File: src/rtl/smpl_seq_pkg.sv
// Shared definitions for the smpl_circuit self-test sequencer.
// Covers the FSM state encoding, pattern/result sizing and the busy-state decode.
package smpl_seq_pkg;

    localparam int PAT_W   = 3;
    localparam int NUM_PAT = 8;
    localparam int RES_W   = 16;

    typedef enum logic [2:0] {
        ST_IDLE   = 3'd0,
        ST_DRIVE  = 3'd1,
        ST_SETTLE = 3'd2,
        ST_SAMPLE = 3'd3,
        ST_DONE   = 3'd4
    } state_e;

    function automatic logic is_busy(input state_e s);
        return (s == ST_DRIVE) || (s == ST_SETTLE) || (s == ST_SAMPLE);
    endfunction

endpackage

File: src/rtl/smpl_ref_model.sv
// Combinational golden model of smpl_circuit: x = (A&B)|~C, y = ~C.
module smpl_ref_model (
    input  logic a_i,
    input  logic b_i,
    input  logic c_i,
    output logic x_exp_o,
    output logic y_exp_o
);

    assign x_exp_o = (a_i & b_i) | ~c_i;
    assign y_exp_o = ~c_i;

endmodule

File: src/rtl/smpl_circuit_seq.sv
// Self-test sequencer: drives A/B/C patterns into smpl_circuit, waits a settle window,
// samples x/y into result_map and counts mismatches against the golden model.
module smpl_circuit_seq
    import smpl_seq_pkg::*;
#(
    parameter int SETTLE_CYCLES = 2,
    parameter int CNT_W         = 4
) (
    input  logic             clk,
    input  logic             rst,
    input  logic             start,
    input  logic             mode,
    input  logic [2:0]       pattern_in,
    input  logic             abort,
    output logic             dut_a,
    output logic             dut_b,
    output logic             dut_c,
    input  logic             dut_x,
    input  logic             dut_y,
    output logic             busy,
    output logic             done,
    output logic [RES_W-1:0] result_map,
    output logic [CNT_W-1:0] err_cnt,
    output logic             pass,
    output logic [2:0]       dbg_state_o
);

    localparam int SET_W = (SETTLE_CYCLES < 1) ? 1 : $clog2(SETTLE_CYCLES + 1);
    localparam logic [SET_W-1:0] SET_LAST = SET_W'(SETTLE_CYCLES - 1);
    localparam logic [PAT_W-1:0] PAT_LAST = PAT_W'(NUM_PAT - 1);
    localparam logic [CNT_W-1:0] ERR_MAX  = '1;

    state_e             state_q, state_d;
    logic [PAT_W-1:0]   pat_q, pat_d;
    logic               mode_q, mode_d;
    logic [SET_W-1:0]   set_cnt_q, set_cnt_d;
    logic [PAT_W-1:0]   drv_q, drv_d;
    logic [RES_W-1:0]   map_q, map_d;
    logic [CNT_W-1:0]   err_q, err_d;
    logic               pass_q, pass_d;

    logic               x_exp, y_exp;
    logic [1:0]         sample;
    logic               sample_bad;

    smpl_ref_model u_ref (
        .a_i     (drv_q[2]),
        .b_i     (drv_q[1]),
        .c_i     (drv_q[0]),
        .x_exp_o (x_exp),
        .y_exp_o (y_exp)
    );

    assign sample     = {dut_y, dut_x};
    assign sample_bad = (sample != {y_exp, x_exp});

    always_comb begin
        state_d   = state_q;
        pat_d     = pat_q;
        mode_d    = mode_q;
        set_cnt_d = set_cnt_q;
        drv_d     = drv_q;
        map_d     = map_q;
        err_d     = err_q;
        pass_d    = pass_q;

        case (state_q)
            ST_IDLE: begin
                if (start) begin
                    state_d = ST_DRIVE;
                    mode_d  = mode;
                    pat_d   = mode ? pattern_in : '0;
                    drv_d   = mode ? pattern_in : '0;
                    map_d   = '0;
                    err_d   = '0;
                    pass_d  = 1'b0;
                end
            end
            ST_DRIVE: begin
                set_cnt_d = '0;
                if (SETTLE_CYCLES == 0) begin
                    state_d = ST_SAMPLE;
                end else begin
                    state_d = ST_SETTLE;
                end
            end
            ST_SETTLE: begin
                if (set_cnt_q == SET_LAST) begin
                    state_d = ST_SAMPLE;
                end else begin
                    set_cnt_d = set_cnt_q + 1'b1;
                end
            end
            ST_SAMPLE: begin
                for (int p = 0; p < NUM_PAT; p++) begin
                    if (pat_q == PAT_W'(p)) begin
                        map_d[2*p +: 2] = sample;
                    end
                end
                if (sample_bad && (err_q != ERR_MAX)) begin
                    err_d = err_q + 1'b1;
                end
                if (mode_q || (pat_q == PAT_LAST)) begin
                    state_d = ST_DONE;
                    drv_d   = '0;
                    pass_d  = (err_d == '0);
                end else begin
                    state_d = ST_DRIVE;
                    pat_d   = pat_q + 1'b1;
                    drv_d   = pat_q + 1'b1;
                end
            end
            ST_DONE: begin
                state_d = ST_IDLE;
            end
            default: begin
                state_d = ST_IDLE;
                drv_d   = '0;
            end
        endcase

        // Abort overrides sequencing but keeps whatever the current SAMPLE just recorded.
        if (abort && is_busy(state_q)) begin
            state_d = ST_IDLE;
            drv_d   = '0;
            pass_d  = 1'b0;
        end
    end

    always_ff @(posedge clk) begin
        if (rst) begin
            state_q   <= ST_IDLE;
            pat_q     <= '0;
            mode_q    <= 1'b0;
            set_cnt_q <= '0;
            drv_q     <= '0;
            map_q     <= '0;
            err_q     <= '0;
            pass_q    <= 1'b0;
        end else begin
            state_q   <= state_d;
            pat_q     <= pat_d;
            mode_q    <= mode_d;
            set_cnt_q <= set_cnt_d;
            drv_q     <= drv_d;
            map_q     <= map_d;
            err_q     <= err_d;
            pass_q    <= pass_d;
        end
    end

    assign {dut_a, dut_b, dut_c} = drv_q;
    assign busy        = is_busy(state_q);
    assign done        = (state_q == ST_DONE);
    assign result_map  = map_q;
    assign err_cnt     = err_q;
    assign pass        = pass_q;
    assign dbg_state_o = state_q;

endmodule

File: config.mk
export PLATFORM = sky130hd
export DESIGN_NAME = smpl_circuit_seq
export DESIGN_NICKNAME = d
export VERILOG_FILES = /design/src/rtl/smpl_seq_pkg.sv /design/src/rtl/smpl_ref_model.sv /design/src/rtl/smpl_circuit_seq.sv
export SDC_FILE = /design/constraint.sdc
export NUM_CORES = 1
export LEC_CHECK = 0
export CORE_AREA = 3 3 69 71
export DETAILED_ROUTE_END_ITERATION = 10
export DIE_AREA = 0 0 72 74
export HOLD_SLACK_MARGIN = 0.12
export PLACE_DENSITY = 0.67
export SLEW_MARGIN = 20
export SYNTH_ARGS = -nofsm -noshare
export SYNTH_HDL_FRONTEND = slang
export SYNTH_SLANG_ARGS = --single-unit
File: constraint.sdc
create_clock -name clk -period 2.4 [get_ports clk]
set_input_delay 0.24 -clock clk [delete_from_list [all_inputs] [get_ports clk]]
set_output_delay 0.24 -clock clk [all_outputs]
set_load 0.05 [all_outputs]
==> results of run 1 <==
==> final timing paths <==
kind | startpoint | slack, ns | endpoint
worst min register to register | result_map[15] | 0.47 | result_map[15]
worst min-delay path | result_map[15] | 0.47 | result_map[15]
worst max-delay path | dbg_state_o[0] | 0.29 | busy
worst max register to register | dbg_state_o[0] | 0.63 | pass
==> state kept, by name, summed over array words and instances (netlist names) <==
signal,cells
mode_q,1
err_cnt,4
set_cnt_q,2
drv_q,3
pass,1
result_map,16
pat_q,3
dbg_state_o,3
==> Yosys cell counts, drive strengths merged (2+ instances only) <==
cell	number	area (sq um)
a211oi	2	15.0
a21o	4	30.0
a21oi	21	105
a31oi	3	18.8
and2	3	18.8
buf	2	15.0
clkbuf	7	26.3
dfxtp	33	661
ha	8	100
inv	6	22.5
mux2i	14	140
nand2	19	71.3
nand2b	3	18.8
nand3	19	100
nand4	3	18.8
nor2	25	96.4
nor3	6	30.0
o21ai	4	20.0
==> cell families (layout without fill, tap and decap cells) <==
logic type,after synthesis,count (layout),share of synthesized area (%)
mux,15,15,9.06
xor+xnor,1,1,0.524
compound gates,40,40,15.6
simple gates,86,86,24.9
fa+ha+maj,9,9,6.59
buf+inv,15,57,3.82
flops,33,33,39.5
==> stage by stage <==
step / hold slack [ns] / power (W)
6_report: 0.466 / 0.00117
5_1_grt: 0.498 / 0.00122
4_1_cts: 0.470 / 0.00119
3_5_place_dp: 0.460 / 0.000787
3_3_place_gp: 0.455 / 0.000786
2_1_floorplan: 0.317 / 0.000725
==> worst max-delay path, cell delays in order (launching register included) <==
cell	delay (ns)
sky130_fd_sc_hd__dfxtp_1	0.48
sky130_fd_sc_hd__nor2_1	0.10
sky130_fd_sc_hd__nor2_1	0.17
sky130_fd_sc_hd__clkdlybuf4s50_1	0.84
==> routing by layer <==
layer | up-vias | wire length [microns] | share of wire, %
li1 | 783 | - | -
met1 | 705 | 1830 | 47
met2 | 42 | 1760 | 46
met3 | 5 | 223 | 5.8
met4 | 0 | 42 | 1.1
met5 | - | 0 | 0
==> power breakdown <==
part           leakage [nW]  internal, W  switching [W]
clock                0.0395     0.000206       0.000191
sequential            0.267     0.000559      0.0000151
combinational         0.547    0.0000816       0.000118
==> final cells by class <==
| cell class | count | area [sq um] |
|---|---|---|
| Clock buffer | 8 | 80.1 |
| Multi-Input combinational cell | 151 | 947 |
| Inverter | 6 | 22.5 |
| Sequential cell | 33 | 661 |
| Fill cell | 429 | 2100 |
| Tap cell | 52 | 65.1 |
| Timing Repair Buffer | 43 | 418 |
==> Implementation_results.wiki, run 1 <==
{| class="wikitable"
! Metric !! Value
|-
| Status || finished clean
|-
| Flop and latch count out of synthesis || 33
|-
| Mean instance size in the synthesized netlist || 8.40 sq um
|-
| Non-filler cells in the finished layout || a little under 300
|-
| Most frequent cells in the layout || sky130_fd_sc_hd__clkdlybuf4s50_1 (38), sky130_fd_sc_hd__dfxtp_1 (33), sky130_fd_sc_hd__nor2_1 (24)
|-
| Leak Pwr || roughly 0.85 nW
|-
| Total routing resource utilization after global routing || 15.5%
|-
| Number of optimization iterations in the first detailed-route pass || 5
|-
| Fraction of met1 tracks used by global routing || 20.3%
|-
| Relative max-transition margin || between 60% and 70%
|-
| Category of the most critical setup path || register to primary output
|-
| Total grt overflow || 0
|-
| YS warnings || 0
|-
| Crit path max fanout || 8
|-
| Period minus WS final || 2.11 ns
|-
| Iteration-0 DRC count of the detailed router || 84
|-
| Net count of the finished layout || roughly 260
|-
| Core region area || 4290 sq um
|-
| Sink count of the clock tree || 33
|-
| Maximum capacitance violations || 0
|-
| Count of flip-flops with a built-in enable after synthesis || 0
|-
| Hold violation count in the final report || 0
|-
| Critical path endpoint category || primary output
|-
| FMAX || around 0.47 GHz
|-
| Met2 track utilization from global routing || 24.4%
|-
| Placed standard-cell area || ~2100 sq um
|-
| Max IR drop VDD || approximately 0.40 mV
|-
| Setup TNS after final layout || 0 ns
|-
| Wire per inst || ~13 microns
|-
| Maximum number of buffers from clock root to sink || 2
|-
| Final Util || between 50% and 60%
|-
| H-tree Lvls || 2
|-
| Antenna violations before repair || 0
|-
| Most used routing layer in global routing || met2
|-
| Post-route DRC || 0
|-
| Reg clk slew, reported paths || approximately 0.06 ns
|-
| Number of inserted diodes || 0
|-
| Most common library cell in the layout ignoring fill and taps || sky130_fd_sc_hd__clkdlybuf4s50_1
|-
| RSZ-0062 raised after global routing || false
|-
| Number of rows created at floorplan || 24
|-
| Global placer's final weighted congestion || 0.784
|-
| TritonCTS clock tree || yes
|-
| Unique masters post-synth || 39
|-
| CTS root buf || sky130_fd_sc_hd__clkbuf_8
|-
| Post-placement cell count || around 290
|-
| Number of setup violations in the final report || 0
|-
| Summed instance area of the synthesized netlist || ~1700 sq um
|-
| Wire length reported by the detailed router || 3.86 mm
|-
| Die Span X || between 70 and 80 microns
|-
| Height of the die || roughly 74 microns
|-
| Number of cells on the worst hold path || 2
|-
| Kind of path behind the tightest hold check || register to register
|-
| Antenna viol nets, final || 0
|-
| Half-perimeter wire length of the detailed placement result || 2.76 mm
|-
| Number of max-slew violations in the final report || 0
|-
| Number of port buffers || 38
|-
| Vias in the first global route || ~1400
|-
| Total vias in the final route || 1535
|-
| Top Ports || 39
|-
| Total CTS buffers || 5
|-
| Hold buffer count at CTS || 0
|-
| CP Data Required Time || between 2 and 2.5 ns
|-
| Largest net degree at the start of global routing || 28
|-
| Vias per std cell || 5.24
|-
| R2R depth || 5
|-
| Clock tree skew after final layout || ~0.0061 ns
|-
| Starting utilization of the core area || between 30% and 40%
|-
| Sequential fraction of the synthesis area || 39.5%
|-
| Setup crit start kind || register
|-
| First-pass GRT wire length || 6.51 mm
|-
| Setup repair bufs after CTS || 0
|-
| Fin worst setup slack || 0.290 ns
|-
| Final worst path period share || between 80 and 90%
|-
| Share of post-route cells with drive strength above 1 || about 6.6%
|-
| Cell Pwr Density || 534 nW/um^2
|-
| Post-CTS sizing || 0
|-
| Clock network latency to the later pin of the worst-skew pair || 0.28 ns
|-
| Most frequently used flop master after synthesis || sky130_fd_sc_hd__dfxtp_1
|-
| Proportion of synthesized flip-flops having asynchronous set or reset || 0%
|-
| Placement Setup Slack || roughly 0.26 ns
|-
| Area overhead of the layout relative to synthesis || 31.2%
|-
| Syn nets || about 220
|-
| Worst-Margin Slew || about 0.5 ns
|-
| Mapped Cells || 199
|-
| GRT met3 Usage || under 10%
|-
| Data arrival time at the worst-slack endpoint || 1.87 ns
|-
| Area of the die || about 5300 sq um
|-
| Cell area after layout || ~2200 sq um
|}
(Power assumes the default switching activity.)
==> run 2: changes to the inputs <==
--- a/config.mk
+++ b/config.mk
@@ -8,7 +8,6 @@
 export CORE_AREA = 3 3 69 71
 export DETAILED_ROUTE_END_ITERATION = 10
 export DIE_AREA = 0 0 72 74
-export HOLD_SLACK_MARGIN = 0.12
 export PLACE_DENSITY = 0.67
 export SLEW_MARGIN = 20
 export SYNTH_ARGS = -nofsm -noshare
==> results of run 2 <==
The final DEF is identical to that of run 1; final timing and power are the same.
==> run 3: changes to the inputs <==
--- a/config.mk
+++ b/config.mk
@@ -5,10 +5,12 @@
 export SDC_FILE = /design/constraint.sdc
 export NUM_CORES = 1
 export LEC_CHECK = 0
-export CORE_AREA = 3 3 69 71
+export CELL_PAD_IN_SITES_DETAIL_PLACEMENT = 0
+export CELL_PAD_IN_SITES_GLOBAL_PLACEMENT = 1
+export CORE_AREA = 3 3 70 72
 export DETAILED_ROUTE_END_ITERATION = 10
-export DIE_AREA = 0 0 72 74
-export PLACE_DENSITY = 0.67
+export DIE_AREA = 0 0 73 75
+export PLACE_DENSITY = 0.84
 export SLEW_MARGIN = 20
 export SYNTH_ARGS = -nofsm -noshare
 export SYNTH_HDL_FRONTEND = slang
==> run 3 against run 2 <==
Compared with the run above:
- fmax decreased by 1.0%
- design area up 2.2%
- register-to-register slack got worse by 0.07 ns
- first-iteration DRC count increased by 9.5%
- flip-flop and latch count unchanged
- clock skew hardly changed
- non-clock buffer count up 1
- hold slack better by 0.013 ns
- sequential power about the same
- clock power rose by 40%
- die area up 2.8%
==> Implementation_results.wiki, run 3 (synthesized netlist as in run 1, its figures left out) <==
{| class="wikitable"
! Metric !! Value
|-
| Status || finished clean
|-
| Iteration-0 DRC count of the detailed router || just over 90
|-
| Number of max-slew violations in the final report || 0
|-
| Cell Pwr Density || ~600 nW/um^2
|-
| Setup TNS after final layout || 0 ns
|-
| Hold violation count in the final report || 0
|-
| Portion of total power attributed to the clock network || about two fifths
|-
| TritonCTS clock tree || yes
|-
| Hold buffer count at CTS || 0
|-
| Maximum capacitance violations || 0
|-
| Setup repair bufs after CTS || 0
|-
| Part of the power in registers || between 40% and 50%
|-
| Post-route DRC || 0
|-
| Antenna viol nets, final || 0
|-
| Net count of the finished layout || 259
|-
| Maximum number of buffers from clock root to sink || 2
|-
| Logic gate share of total power || between 10% and 20%
|-
| Final worst path period share || 88.9%
|-
| Clock tree skew after final layout || just under 0.006 ns
|-
| Kind of path behind the tightest hold check || register to register
|-
| Relative max-transition margin || between 60% and 70%
|-
| H-tree Lvls || 2
|-
| Height of the die || 75 microns
|-
| Worst reg2reg setup slack || roughly 0.56 ns
|-
| Wire per inst || ~14 microns
|-
| Largest net degree at the start of global routing || 21
|-
| Post-CTS sizing || 0
|-
| Core region area || 4350 sq um
|-
| Category of the most critical setup path || register to primary output
|-
| Wire length reported by the detailed router || about 4.2 mm
|-
| Leak Pwr || around 0.88 nW
|-
| Area of the die || around 5500 sq um
|-
| Number of rows created at floorplan || 24
|-
| Internal power || ~0.00098 W
|-
| CTS root buf || sky130_fd_sc_hd__clkbuf_8
|-
| Net switching share of the total power || 26.6%
|-
| Critical path endpoint category || primary output
|-
| Total vias in the final route || around 1500
|-
| Reg clk slew, reported paths || approximately 0.07 ns
|-
| Total routing resource utilization after global routing || between 10% and 20%
|-
| RSZ-0062 raised after global routing || false
|-
| Largest register FFs || 16
|-
| FMAX || 0.469 GHz
|-
| Non-filler cells in the finished layout || a little under 300
|-
| Number of inserted diodes || 0
|-
| Number of port buffers || 38
|-
| Global placer's final weighted congestion || around 0.87
|-
| CP Data Required Time || between 2 and 2.5 ns
|-
| Total grt overflow || 0
|-
| Top Ports || 39
|-
| Worst hold slack after final layout || approximately 0.48 ns
|-
| Vias per std cell || about 5.2
|-
| Antenna violations before repair || 0
|-
| Net switching power of the design || 0.000354 W
|-
| Area overhead of the layout relative to synthesis || 34.1%
|-
| Die Span X || roughly 73 microns
|-
| Max IR drop VDD || 0.415 mV
|-
| Starting utilization of the core area || about two fifths
|-
| Period minus WS final || roughly 2.1 ns
|-
| Total CTS buffers || 5
|-
| Vias in the first global route || 1449
|-
| Half-perimeter wire length of the detailed placement result || slightly above 3 mm
|-
| Number of optimization iterations in the first detailed-route pass || 6
|-
| Most common library cell in the layout ignoring fill and taps || sky130_fd_sc_hd__clkdlybuf4s50_1
|-
| Clock network latency to the later pin of the worst-skew pair || 0.29 ns
|-
| Sink count of the clock tree || 33
|-
| Number of cells on the worst hold path || 2
|-
| Crit path max fanout || 14
|-
| Most frequent cells in the layout || sky130_fd_sc_hd__clkdlybuf4s50_1 (38), sky130_fd_sc_hd__dfxtp_1 (33), sky130_fd_sc_hd__nor2_1 (24)
|-
| First-pass GRT wire length || between 6 and 7 mm
|-
| Worst-Margin Slew || 0.530 ns
|-
| Number of setup violations in the final report || 0
|-
| Share of post-route cells with drive strength above 1 || slightly above 8%
|-
| Post-placement cell count || between 200 and 300
|-
| Setup crit start kind || register
|-
| Data arrival time at the worst-slack endpoint || between 1.5 and 2 ns
|-
| Layout fillers || 427
|-
| R2R depth || 7
|}
[run 3: routing by layer]
| layer | track usage (%) | vias to the layer above | share of wire [%] |
|---|---|---|---|
| met3 | 4.54 | 6 | 6.6 |
| met2 | 24.8 | 45 | 47 |
| met5 | 0 | - | 0 |
| li1 | - | 784 | - |
| met1 | 21.4 | 704 | 45 |
| met4 | 5.33 | 0 | 1.2 |
[run 3: final timing paths]
check | startpoint | end
max | dbg_state_o[2] | done
min | result_map[7] | result_map[7]
max reg2reg | dbg_state_o[0] | result_map[8]
min reg2reg | result_map[7] | result_map[7]
[run 3: through the flow]
stage | utilization [%] | worst slack, ns | instance area [sq um] | total power [W]
finish | 51.5 | 0.268 | 2240 | 0.00133
detailed placement | 48.7 | 0.292 | 2120 | 0.000791
global placement | 48.7 | 0.315 | 2120 | 0.000790
CTS | 51.5 | 0.268 | 2240 | 0.00134
global route | 51.5 | 0.173 | 2240 | 0.00138
floorplan | - | 0.0448 | 1670 | 0.000725
[run 3: power groups by stage]
stage	Clock (W)	Sequential [W]	Combinational, W
floorplan	0	0.000603	0.000121
global placement	0	0.000585	0.000205
detailed placement	0	0.000585	0.000206
CTS	0.000559	0.000573	0.000207
global route	0.000584	0.000574	0.000224
finish	0.000555	0.000573	0.000206
[run 3: cell type report]
class | count | area (sq um) | area share [%]
Tap cell | 52 | 65.1 | 2.90
Timing Repair Buffer | 44 | 425 | 19.0
Multi-Input combinational cell | 151 | 947 | 42.3
Clock inverter | 2 | 37.5 | 1.68
Sequential cell | 33 | 661 | 29.5
Clock buffer | 6 | 82.6 | 3.69
Inverter | 6 | 22.5 | 1.01
[run 3: critical path, cell delays in order (launching register included)]
cell and delay, ns:
sky130_fd_sc_hd__dfxtp_1 0.61, sky130_fd_sc_hd__and2_1 0.20, sky130_fd_sc_hd__clkdlybuf4s50_1 0.80
==> RTL edit (settings of run 2) <==
Reset style: asynchronous (`rst`), changed in one clocked block.
--- a/src/rtl/smpl_circuit_seq.sv
+++ b/src/rtl/smpl_circuit_seq.sv
@@ -127,7 +127,7 @@
         end
     end
 
-    always_ff @(posedge clk) begin
+    always_ff @(posedge clk or posedge rst) begin
         if (rst) begin
             state_q   <= ST_IDLE;
             pat_q     <= '0;
Function: differs if rst is asserted again (counterexample within 4 cycles, from zero or initial values and one cycle with rst high); with rst held inactive, the same outputs for 10 cycles.
==> RTL edit against run 2 <==
Wire length rose by 3.1%; maximum frequency fell by 2.7%; final area rose by 5.2%; sequential cell count did not move; via count fell by 4.4%; non-clock buffer count rose by 1; cell count fell by 6.1%; clock skew fell by 2.1 ps; worst setup slack got worse by 59 ps; synthesized area rose by 5.4%.
Power is not compared: it rests on default switching activity, and its combinational part moved more than twofold at a synthesized area within 25%.
==> RTL edit: results (changes against run 2) <==
xor/xnor cell area share of the yosys netlist 0.00994 (+0.00470); final setup skew 4.04 ps (-2.05 ps); placed instance count 268 (-6.0%); sequential power share 0.334; Total Routing Usage GR 0.162 (+0.00726); # nets final 241 (-6.6%); vias in the first global route 1376 (-3.2%); mux contribution to synthesized area 0.0256 (-0.0650); HPWL after DPL 2910 um (+5.2%); fin cells 275 (-6.1%); Max FO, Critical Path 6 (-2); Routed WL 3980 um (+3.1%); Critical Path Source dbg_state_o[1]; gpl congestion 0.744 (-5.1%); crit path DAT 1930 ps (+60 ps); placed instance area 2220 um2 (+5.1%); Synth Flop Type dfrtp_1; global-route wire length before repair 6690 um (+2.8%); worst reg2reg setup slack 350 ps (-280 ps); complex-gate fraction of the synthesized area 0.197 (+0.0418); Fill cells 403 (-6.1%); sequential-to-total area share from yosys stat 0.469 (+0.0735); initial antenna violation count 0 (unchanged); status complete, no violations; Synth area leaders dfrtp_1, ha_1, nand3_1, o21ai_0, nand2_1; Max-slew headroom 0.662 (about the same); syn nets 196 (-9.7%); Synth async-reset ratio 1.00 (+1.00); r2r startpoint pat_q[1]; hold slack 352 ps (-113 ps); pre-CTS WS 174 ps (-81.1 ps); Worst path max stage delay 790 ps (-50 ps); worst min-delay path category in -> async; area share of fa/ha/maj cells after synthesis 0.0568 (-0.00905); First-pass DRT Iterations 4 (-1); post-synth cell types 45 (+15%); largest net degree at the start of global routing 34 (+21%)
==> RTL edit: cell count changes after synthesis, sizes merged, moves of 5 or more <==
cell	run 2	this run
nand2	19	14
dfrtp	0	33
inv	6	13
o21ai	4	18
nor2	25	9
a21oi	21	8
dfxtp	33	0
mux2i	14	3
a32o	0	5
==> RTL edit: final cells by class <==
| type | instances | area (um2) | share of cell area |
|---|---|---|---|
| repair buffers | 44 | 425 | 0.184 |
| multi-input cells | 126 | 856 | 0.371 |
| inverters | 13 | 48.8 | 0.0211 |
| clock buffers | 7 | 86.3 | 0.0374 |
| well taps | 52 | 65.1 | 0.0282 |
| flip-flops and latches | 33 | 826 | 0.358 |
==> RTL edit: routing by layer <==
metal,up-vias,GRT usage,share of wire
li1,729,-,-
met1,687,0.206,0.47
met2,42,0.270,0.46
met3,9,0.0459,0.048
met4,0,0.0522,0.015
met5,-,0,0
